## src/rtl/zmem_wb.sv

```systemverilog
// zmem_wb: Z80 memory manager with a posted-write buffer.
//
// Maps the 64K Z80 space through NWIN equal page windows. Each window is
// either ROM or DRAM. ROM accesses drive the ROM controls directly. RAM writes
// are posted into a small FIFO so the Z80 does not stall on them. RAM reads
// wait for the FIFO to drain, then issue a read on the arbiter CPU port and
// hold zclk until the byte is captured into a register.
//
// Ports:
//   fclk, rst_n                  system clock, async active-low reset
//   zpos, zneg                   one-fclk strobes at zclk rise / fall
//   cend                         DRAM cycle end strobe
//   za, zd_in, zd_out, zd_ena    Z80 address / data in / registered read data
//   m1_n..wr_n                   Z80 bus controls
//   win_romnram, win_page        per-window ROM flag and page number
//   romrw_en                     allow ROM writes
//   rompg, romoe_n, romwe_n, csrom  ROM page and controls
//   cpu_req..cpu_strobe          DRAM arbiter CPU port
//   cpu_stall                    freeze zclk
//   wb_empty                     posted-write FIFO empty
module zmem_wb #(
  parameter int NWIN     = 4,
  parameter int PAGE_W   = 8,
  parameter int ROMPG_W  = 5,
  parameter int WB_DEPTH = 4,
  localparam int WB      = $clog2(NWIN),
  localparam int AW      = PAGE_W + 15 - WB
) (
  input  logic                     fclk,
  input  logic                     rst_n,
  input  logic                     zpos,
  input  logic                     zneg,
  input  logic                     cend,
  input  logic [15:0]              za,
  input  logic [7:0]               zd_in,
  output logic [7:0]               zd_out,
  output logic                     zd_ena,
  input  logic                     m1_n,
  input  logic                     rfsh_n,
  input  logic                     mreq_n,
  input  logic                     rd_n,
  input  logic                     wr_n,
  input  logic [NWIN-1:0]          win_romnram,
  input  logic [NWIN*PAGE_W-1:0]   win_page,
  input  logic                     romrw_en,
  output logic [ROMPG_W-1:0]       rompg,
  output logic                     romoe_n,
  output logic                     romwe_n,
  output logic                     csrom,
  output logic                     cpu_req,
  output logic                     cpu_rnw,
  output logic [AW-1:0]            cpu_addr,
  output logic [7:0]               cpu_wrdata,
  output logic                     cpu_wrbsel,
  input  logic [15:0]              cpu_rddata,
  input  logic                     cpu_next,
  input  logic                     cpu_strobe,
  output logic                     cpu_stall,
  output logic                     wb_empty
);

  localparam int PW = $clog2(WB_DEPTH);

  typedef enum logic [1:0] {R_IDLE, R_WAITWB, R_REQ, R_DATA} rstate_t;

  typedef struct packed {
    logic [AW-1:0] addr;
    logic          bsel;
    logic [7:0]    data;
  } wb_ent_t;

  // Window decode
  logic [WB-1:0]     win;
  logic [PAGE_W-1:0] page;
  logic              romnram;

  always_comb begin
    win     = za[15:16-WB];
    page    = win_page[win*PAGE_W +: PAGE_W];
    romnram = win_romnram[win];
  end

  assign rompg   = page[ROMPG_W-1:0];
  assign csrom   = romnram;
  assign romoe_n = rd_n | mreq_n;
  assign romwe_n = wr_n | mreq_n | ~romrw_en;
  assign zd_ena  = ~mreq_n & ~rd_n & ~romnram;

  // State
  rstate_t         state_q, state_d;
  logic            wr_seen_q, wr_seen_d;
  logic            rd_seen_q, rd_seen_d;
  logic            pend_q, pend_d;
  wb_ent_t         pend_ent_q, pend_ent_d;
  logic [PW:0]     wr_ptr_q, wr_ptr_d;
  logic [PW:0]     rd_ptr_q, rd_ptr_d;
  logic [AW-1:0]   rd_addr_q, rd_addr_d;
  logic            rd_bsel_q, rd_bsel_d;
  logic [7:0]      zd_out_q, zd_out_d;
  wb_ent_t         fifo_mem [WB_DEPTH];

  logic            ramreq, wr_ev, rd_ev;
  logic            fifo_empty, fifo_full;
  logic            drain, pop, push_valid, push_do;
  wb_ent_t         new_ent, push_ent, head;

  always_comb begin
    fifo_empty = (wr_ptr_q == rd_ptr_q);
    fifo_full  = (wr_ptr_q[PW] != rd_ptr_q[PW]) &&
                 (wr_ptr_q[PW-1:0] == rd_ptr_q[PW-1:0]);
    head       = fifo_mem[rd_ptr_q[PW-1:0]];
  end

  always_comb begin
    state_d    = state_q;
    wr_seen_d  = wr_seen_q;
    rd_seen_d  = rd_seen_q;
    pend_d     = pend_q;
    pend_ent_d = pend_ent_q;
    wr_ptr_d   = wr_ptr_q;
    rd_ptr_d   = rd_ptr_q;
    rd_addr_d  = rd_addr_q;
    rd_bsel_d  = rd_bsel_q;
    zd_out_d   = zd_out_q;

    ramreq = ~mreq_n & ~romnram & rfsh_n;
    wr_ev  = zneg & ramreq & ~wr_n & ~wr_seen_q;
    rd_ev  = zneg & ramreq & ~rd_n & ~rd_seen_q;

    wr_seen_d = mreq_n ? 1'b0 : (wr_seen_q | wr_ev);
    rd_seen_d = mreq_n ? 1'b0 : (rd_seen_q | rd_ev);

    new_ent.addr = {page, za[15-WB:1]};
    new_ent.bsel = za[0];
    new_ent.data = zd_in;

    // Drain only while no read owns the port.
    drain = ~fifo_empty & ((state_q == R_IDLE) | (state_q == R_WAITWB));
    pop   = drain & cend & cpu_next;

    // A write that finds the FIFO full is parked in pend_* and retried each
    // fclk; a pop in the same cycle frees the slot it needs.
    push_valid = wr_ev | pend_q;
    push_ent   = pend_q ? pend_ent_q : new_ent;
    push_do    = push_valid & (~fifo_full | pop);
    pend_d     = push_valid & ~push_do;
    if (pend_d) pend_ent_d = push_ent;

    if (push_do) wr_ptr_d = wr_ptr_q + (PW+1)'(1);
    if (pop)     rd_ptr_d = rd_ptr_q + (PW+1)'(1);

    unique case (state_q)
      R_IDLE: begin
        if (rd_ev) begin
          rd_addr_d = new_ent.addr;
          rd_bsel_d = za[0];
          state_d   = (~fifo_empty | push_do) ? R_WAITWB : R_REQ;
        end
      end
      R_WAITWB: begin
        if (fifo_empty) state_d = R_REQ;
      end
      R_REQ: begin
        if (cend & cpu_next) state_d = R_DATA;
      end
      R_DATA: begin
        if (cpu_strobe) begin
          zd_out_d = rd_bsel_q ? cpu_rddata[7:0] : cpu_rddata[15:8];
          state_d  = R_IDLE;
        end
      end
      default: state_d = R_IDLE;
    endcase

    cpu_req    = drain | (state_q == R_REQ);
    cpu_rnw    = (state_q == R_REQ);
    cpu_addr   = (state_q == R_REQ) ? rd_addr_q : head.addr;
    cpu_wrdata = head.data;
    cpu_wrbsel = head.bsel;
    cpu_stall  = (wr_ev & fifo_full) | pend_q |
                 (state_q != R_IDLE) | ((state_q == R_IDLE) & rd_ev);
  end

  assign zd_out   = zd_out_q;
  assign wb_empty = fifo_empty;

  always_ff @(posedge fclk or negedge rst_n) begin
    if (!rst_n) begin
      state_q    <= R_IDLE;
      wr_seen_q  <= 1'b0;
      rd_seen_q  <= 1'b0;
      pend_q     <= 1'b0;
      pend_ent_q <= '0;
      wr_ptr_q   <= '0;
      rd_ptr_q   <= '0;
      rd_addr_q  <= '0;
      rd_bsel_q  <= 1'b0;
      zd_out_q   <= '0;
    end else begin
      state_q    <= state_d;
      wr_seen_q  <= wr_seen_d;
      rd_seen_q  <= rd_seen_d;
      pend_q     <= pend_d;
      pend_ent_q <= pend_ent_d;
      wr_ptr_q   <= wr_ptr_d;
      rd_ptr_q   <= rd_ptr_d;
      rd_addr_q  <= rd_addr_d;
      rd_bsel_q  <= rd_bsel_d;
      zd_out_q   <= zd_out_d;
    end
  end

  // Storage only; validity is tracked by the pointers.
  always_ff @(posedge fclk) begin
    if (push_do) fifo_mem[wr_ptr_q[PW-1:0]] <= push_ent;
  end

  // Opfetch is handled like a plain read and zpos is not needed.
  logic unused_ok;
  assign unused_ok = &{1'b0, m1_n, zpos};

endmodule

```

## config.mk

```make
export PLATFORM = sky130hd
export DESIGN_NAME = zmem_wb
export DESIGN_NICKNAME = d
export VERILOG_FILES = /design/src/rtl/zmem_wb.sv
export SDC_FILE = /design/constraint.sdc
export NUM_CORES = 1
export LEC_CHECK = 0
export BUFFER_PORTS_ARGS = -buffer_cell sky130_fd_sc_hd__buf_2
export CAP_MARGIN = 20
export CORE_MARGIN = 4
export CORE_UTILIZATION = 56
export CTS_CLUSTER_DIAMETER = 30
export DETAILED_ROUTE_END_ITERATION = 6
export GPL_ROUTABILITY_DRIVEN = 0
export PLACE_DENSITY = 0.79
export SYNTH_ARGS = -nofsm -noshare
export SYNTH_HDL_FRONTEND = slang
export SYNTH_SLANG_ARGS = --single-unit
```

## constraint.sdc

```tcl
create_clock -name fclk -period 3.5 [get_ports fclk]
set_clock_uncertainty 0.05 [all_clocks]
set_input_delay 0.175 -clock fclk [delete_from_list [all_inputs] [get_ports fclk]]
set_output_delay 0.175 -clock fclk [all_outputs]
set_load 0.01 [all_outputs]
```

==> Yosys cells after proc, flatten, opt, wreduce, memory -nomap -nowiden <==
Memories as Yosys holds them, arrays and structs flattened.
Cells that the tools add are included.
Widths: inputs -> output; s select.
{ "totals": {"in_bits": 89, "mem_bits_rw": 120, "elab_cells": 88, "memories": 1, "out_inout_bits": 51, "register_bits": 71} }
{ "mem_list": {"columns": ["memory", "depth", "width", "read_ports", "rd_ports_with_merged_regs", "wr", "line_no", "text"], "rows": [
  ["fifo_mem", 4, 30, 1, 0, 1, "100", "wb_ent_t fifo_mem [WB_DEPTH];"]
]} }
{ "classes": {"eq_ne": 10, "n_lt_le_gt_ge": 1, "addsub": 2, "n_bitwise": 40, "mux": 15, "reduce_logical": 6, "shift": 1} }
{ "ops": {"columns": ["cell", "n"], "rows": [
  ["$shiftx 32x6->8", 1],
  ["$mux 30", 1],
  ["$mux 21", 1],
  ["$and 1x1->1", 17],
  ["$or 1x1->1", 13],
  ["$mux 2", 5],
  ["$not 1->1", 10],
  ["$mux 8", 1],
  ["$pmux 2 s4", 1],
  ["$add 3x1->3 const B", 2],
  ["$ne 2x2->1 const B", 3],
  ["$mux 1", 5],
  ["$eq 2x2->1 const B", 2],
  ["$reduce_and 2->1", 2],
  ["$reduce_and 4->1", 1],
  ["$eq 3x3->1", 1],
  ["$lt 2x3->1 const B", 1],
  ["$bmux 1 s2", 1],
  ["$eq 2x1->1 const B", 1],
  ["$eq 2x2->1", 1],
  ["$logic_not 2->1", 1],
  ["$ne 2x1->1 const B", 1],
  ["$reduce_bool 2->1", 1],
  ["$logic_and 1x1->1", 1],
  ["$ne 1x1->1", 1]
]} }

==> Depth between registers and ports, before layout <==
{ "logic_depth": {"word_depth": 14, "mapped_depth": 7, "depth_no_buf": 7} }

==> Worst setup path after synthesis <==
Ideal clock, no wire load.
{ "synth_timing": {"path_kind": "register to register", "startpoint": "reg state_q[0]", "endpoint": "mem fifo_mem[3][0] in the netlist's numbering, enable pin", "slack_ns": 0.545, "setup_ns": 0.420, "required_time_ns": 3.030, "t_arrival_ns": 2.486, "n_path_buf": 0, "stages_incl_launch_ff": 7, "synth_period_minus_slack_ns": 2.955, "path_cell_list": "dfrtp_1 > inv_1 > ha_1 > o211ai_1 > nand4_1 > nand2_1 > nor2_1"} }
{ "synth_between": {"elab_chain_cells": 9} }
{ "synth_lines": {"columns": ["element", "line_no", "text"], "rows": [
  ["start: declaration", "90", "rstate_t state_q, state_d;"],
  ["start signal: assignment", "200", "state_q <= state_d;"],
  ["$eq 2x1->1 / $logic_not 2->1 (equally long branches)", "138", "drain = ~fifo_empty & ((state_q == R_IDLE) | (state_q == R_WAITWB));"],
  ["$or 1x1->1 (*)", "138", null],
  ["$and 1x1->1 (*)", "138", null],
  ["$and 1x1->1 (*) (2 in a row)", "139", "pop = drain & cend & cpu_next;"],
  ["$or 1x1->1 (*)", "145", "push_do = push_valid & (~fifo_full | pop);"],
  ["$and 1x1->1 (*)", "145", null],
  ["$mux 1 (*)", "215", "if (push_do) fifo_mem[wr_ptr_q[PW-1:0]] <= push_ent;"],
  ["$mux 1 (not written as such) (*)", "215", null],
  ["end: declaration", "100", null]
]} }
Mark *: on every way between the ends. The rest lies on a longest branch, timed or not.

==> Final worst setup path <==
{ "layout_timing": {"startpoint": "reg state_q[0]", "endpoint": "reg pend_ent_q[20] in the netlist's numbering"} }
{ "layout_between": {"elab_chain_cells": 9} }
{ "layout_lines": {"columns": ["element", "line_no", "text"], "rows": [
  ["$eq 2x1->1 / $logic_not 2->1 (equally long branches)", "138", null],
  ["$or 1x1->1 (*)", "138", null],
  ["$and 1x1->1 (*)", "138", null],
  ["$and 1x1->1 (*) (2 in a row)", "139", null],
  ["$or 1x1->1 (*)", "145", null],
  ["$and 1x1->1 (*)", "145", null],
  ["$not 1->1 (*)", "146", "pend_d = push_valid & ~push_do;"],
  ["$and 1x1->1 (*)", "146", null],
  ["end signal: assignment", "204", "pend_ent_q <= pend_ent_d;"],
  ["end: declaration", "94", "wb_ent_t pend_ent_q, pend_ent_d;"]
]} }
Marked as above.
A chain may end at the register's enable or synchronous reset.

==> results by stage <==
Status:
- The run finished with clean final reports.

Cells and area:
- The library cell used most frequently in the layout, excluding fill and tap cells, is sky130_fd_sc_hd__buf_2.
- The number of fillers in the final layout is approximately 980.
- Cells with a size suffix above 1 make up roughly 50% of the layout.
- The area growth from synthesis to layout is 20.3%.
- The number of diodes added for antenna fixing is 0.
- The net count of the finished layout is approximately 710.
- Leaving out fill and tap cells, the most frequent cells in the layout are sky130_fd_sc_hd__buf_2, sky130_fd_sc_hd__edfxtp_1, sky130_fd_sc_hd__mux2_2, sky130_fd_sc_hd__dfrtp_1, sky130_fd_sc_hd__mux4_2.
- Once layout is complete, the utilization of the core stands at about 69%.

Timing:
- The final count of pins violating max slew is 0.
- Setup repair after global routing left no endpoint under its margin.
- The routed design could run at a clock period as short as ~2700 ps.
- In the final timing run, aggregate negative setup slack is 0 ps.
- The final cycle utilization of the critical path is roughly 76%.
- The hold violation count in the final report is 0.
- The maximum operating frequency is between 0.3 and 0.4 GHz.
- The worst pin sits at a relative slew slack of 33.7%.
- Setup violations remaining at the end of the flow were counted as 0.
- The transition time at the pin with the least slew margin is about 990 ps.

GRT:
- The global routing stage identified its most utilized layer as met2.
- The first global-routing pass estimated approximately 26 mm of wire.
- The via count of the first global-routing pass is roughly 4900.
- After global routing the overflow that remains totals 0.
- Across every metal layer, demand over resource in global routing totals 20.4%.
- For met2 alone, demand over resource in global routing was a little over a third.
- The met3 routing resource usage after global routing is 4.99%.
- The number of antenna violations at the first check in global routing is 1.
- The met1 capacity usage during global routing is 24.8%.
- The pin count of the biggest net entering global routing is 72.

Worst setup path:
- Walking the worst path, the cells encountered are inv_1 > ha_1 > o211ai_1 > nand4_1 > nor2_4 > buf_12 > mux2_1.
- The worst setup path category is register to register.
- The worst endpoint data arrival time is slightly below 3000 ps.
- The delay of the slowest cell on the worst path is 500 ps.
- The biggest fanout along the worst timing path is 18.
- The setup check on the worst reg-to-reg path leaves a slack of between 800 and 900 ps.
- For this design, the slowest cell found on the critical path is sky130_fd_sc_hd__nor2_4.
- The worst setup path is launched from a register.
- STA classifies the critical path endpoint as a register.
- The critical path data required time is 3750 ps.

CTS:
- The post-cts repair resize count is 0.
- Clock tree synthesis found a total of 191 sinks.
- The total number of H-tree levels is 4.
- The clock edge transition at the registers on the reported setup and hold paths is around 60 ps.
- No sink is reached through more buffers than the 2 on the longest clock path.
- CTS placed an instance of sky130_fd_sc_hd__clkbuf_16 at the clock tree root.
- The CTS tree is done.
- The later pin in the worst-skew pair is clocked with a latency of around 420 ps.
- The CTS buffer count is 17.

Route:
- The iteration-0 DRC count of the detailed router is between 200 and 300.
- The total wire length is between 15 and 20 mm.
- The number of nets with antenna violations after routing is 0.
- After detailed routing, the average wire length per cell comes to 20.5 microns.
- The routed layout has 4609 vias.
- The first detailed-routing pass ran for 4 iterations.
- The post-route DRC violation count is 0.
- In the routed layout, each cell is associated on average with a via count of roughly 5.7.

Placed design:
- Buffers placed on the I/O ports in this run total between 100 and 150.
- Once detailed placement completed, the half-perimeter wirelength came to 10.7 mm.

Power:
- In this run the power spent charging and discharging nets is just over 0.002 W.
- Summed over all cells, the static leakage comes to a little over 4 nW.
- The internal power of the cells is ~0.0051 W.
- The net switching fraction of the power is 28.5%.
- The largest voltage drop on the vdd net is ~0.53 mV.
- Dividing total power by cell area gives a power density of about 710 nW/um^2.
- Sequential cells account for between 40% and 50% of the total power.
- The share of power burned in combinational logic is a little under a third.
- The clock network burns around 29% of the power.

Synth:
- The most frequently used flop master after synthesis is sky130_fd_sc_hd__edfxtp_1.
- The total of flip-flops plus latches after synthesis is roughly 190.
- After technology mapping, the gate count stands at 460.
- The share of synthesized area occupied by flip-flops and latches is 64.5%.
- Of all flip-flops after synthesis, the portion carrying an async set or reset was between 30% and 40%.
- The synthesized design contains 120 enable-type register cells.
- The number of distinct standard cells referenced by the synthesized netlist is 41.
- The net count after synthesis is 559.
- The mapped cell area is ~8300 sq um.
- Averaged over all synthesized cells, the footprint is between 15 and 20 sq um.
- Yosys printed 0 warnings.

Worst hold path:
- The tightest min-delay check is of the input port to register type.

Floorplanning:
- The die covers 16900 sq um.
- The initialized floorplan defines 44 standard-cell rows.
- Measured along the y axis, the die boundary spans 130 microns.
- The area of the placeable core is approximately 15000 sq um.
- The number of top-level pins is 140.
- The horizontal die dimension is roughly 130 microns.
- The starting density of the core is between 50% and 60%.

Job:
- Max-cap violations in this run came to 0.
-- power groups by stage --
stage / logic (W) / registers, W / clock network (W)
finish: 0.00217 / 0.00292 / 0.00204
global placement: 0.00212 / 0.00294 / 0
detailed placement: 0.00218 / 0.00297 / 0
global route: 0.00236 / 0.00296 / 0.00217
floorplan: 0.00155 / 0.00292 / 0
CTS: 0.00221 / 0.00292 / 0.00207
-- worst max-delay path: cells and delay by family, from the launching register on --
kind	cells	cell delay [ps]
mux	1	350
flops	1	390
simple gates	2	730
buf+inv	2	350
fa+ha+maj	1	290
compound gates	1	390
-- stage by stage --
stage	cell area (sq um)	power (W)	hold WS, ps	std cells	setup WS [ps]
after detailed placement	9220	0.00515	347	762	845
after CTS	10000	0.00721	0.575	812	804
final	10000	0.00714	19.1	812	828
after global routing	10000	0.00749	11.3	812	696
after global placement	9220	0.00506	340	762	914
after floorplan	8340	0.00447	-171	460	545
-- area by class of cell --
class                   count  area [sq um]  share of cell area, %
inverters                   5          18.8                  0.187
clock inverters            11           163                   1.62
flip-flops and latches    191          5380                   53.7
multi-input cells         234          2780                   27.7
repair buffers            166           988                   9.85
well taps                 184           230                   2.29
clock buffers              21           470                   4.69
-- flip-flops by register name, indices dropped and copies added, names as in the netlist --
signal and flops:
rd_bsel_q 1, rd_ptr_q 3, pend_q 1, wr_seen_q 1, pend_ent_q 30, rd_addr_q 21
state_q 2, zd_out 8, fifo_mem 120, wr_ptr_q 3, rd_seen_q 1
-- what timing repair did --
action | CTS | global route
buffers inserted | 0 | 0
hold endpoints to repair | 88 | 0
hold buffers | 18 | 0
-- synth_stat cells, types with 2 or more instances --
cell / n / area share (%)
sky130_fd_sc_hd__a21oi_1: 10 / 0.60
sky130_fd_sc_hd__mux2_2: 78 / 11
sky130_fd_sc_hd__xor2_1: 3 / 0.32
sky130_fd_sc_hd__mux4_2: 38 / 10
sky130_fd_sc_hd__nor2b_1: 2 / 0.15
sky130_fd_sc_hd__and3_1: 2 / 0.15
sky130_fd_sc_hd__inv_1: 5 / 0.23
sky130_fd_sc_hd__a31oi_1: 2 / 0.15
sky130_fd_sc_hd__edfxtp_1: 120 / 43
sky130_fd_sc_hd__mux2_1: 23 / 3.1
sky130_fd_sc_hd__dfrtp_1: 71 / 21
sky130_fd_sc_hd__nand2_1: 4 / 0.18
sky130_fd_sc_hd__ha_1: 10 / 1.5
sky130_fd_sc_hd__clkbuf_1: 11 / 0.50
sky130_fd_sc_hd__xnor2_1: 4 / 0.42
sky130_fd_sc_hd__nor2_1: 22 / 0.99
sky130_fd_sc_hd__buf_2: 7 / 0.42
sky130_fd_sc_hd__buf_4: 5 / 0.45
sky130_fd_sc_hd__mux2_4: 6 / 1.1
sky130_fd_sc_hd__mux2i_1: 9 / 1.1
sky130_fd_sc_hd__buf_1: 2 / 0.090
sky130_fd_sc_hd__buf_6: 4 / 0.54
sky130_fd_sc_hd__and2_1: 4 / 0.30
-- path summary, 6_finish.rpt --
path / from / endpoint / cells after the start
setup reg to reg: state_q[0]$_DFFE_PN0P_ / pend_ent_q[20]$_DFFE_PN0P_ / 7
hold / removal: cpu_rddata[8] / zd_out[0]$_DFFE_PN0P_ / 3
setup / recovery: state_q[0]$_DFFE_PN0P_ / pend_ent_q[20]$_DFFE_PN0P_ / 7
min in group asynchronous: rst_n / pend_ent_q[3]$_DFFE_PN0P_ / 2
max in group asynchronous: rst_n / rd_ptr_q[0]$_DFFE_PN0P_ / 2
hold reg to reg: pend_ent_q[0]$_DFFE_PN0P_ / pend_ent_q[0]$_DFFE_PN0P_ / 1
-- routing by layer --
layer	wire length, microns	part of all wire [%]	vias up
li1	-	-	2084
met1	6650	40	2409
met2	9140	55	101
met3	679	4.1	13
met4	173	1.0	2
met5	12	0.072	-
-- kinds of logic after synthesis --
group	after synthesis	synth area share, %
flip-flops	191	64.5
AND/OR/NAND/NOR	41	2.43
adder cells (fa/ha/maj)	10	1.50
AO/OA/AOI/OAI	21	2.30
buffers and inverters	35	2.28
XOR/XNOR	7	0.735
multiplexers	155	26.2
No activity file was read; power rests on OpenSTA's default activity.
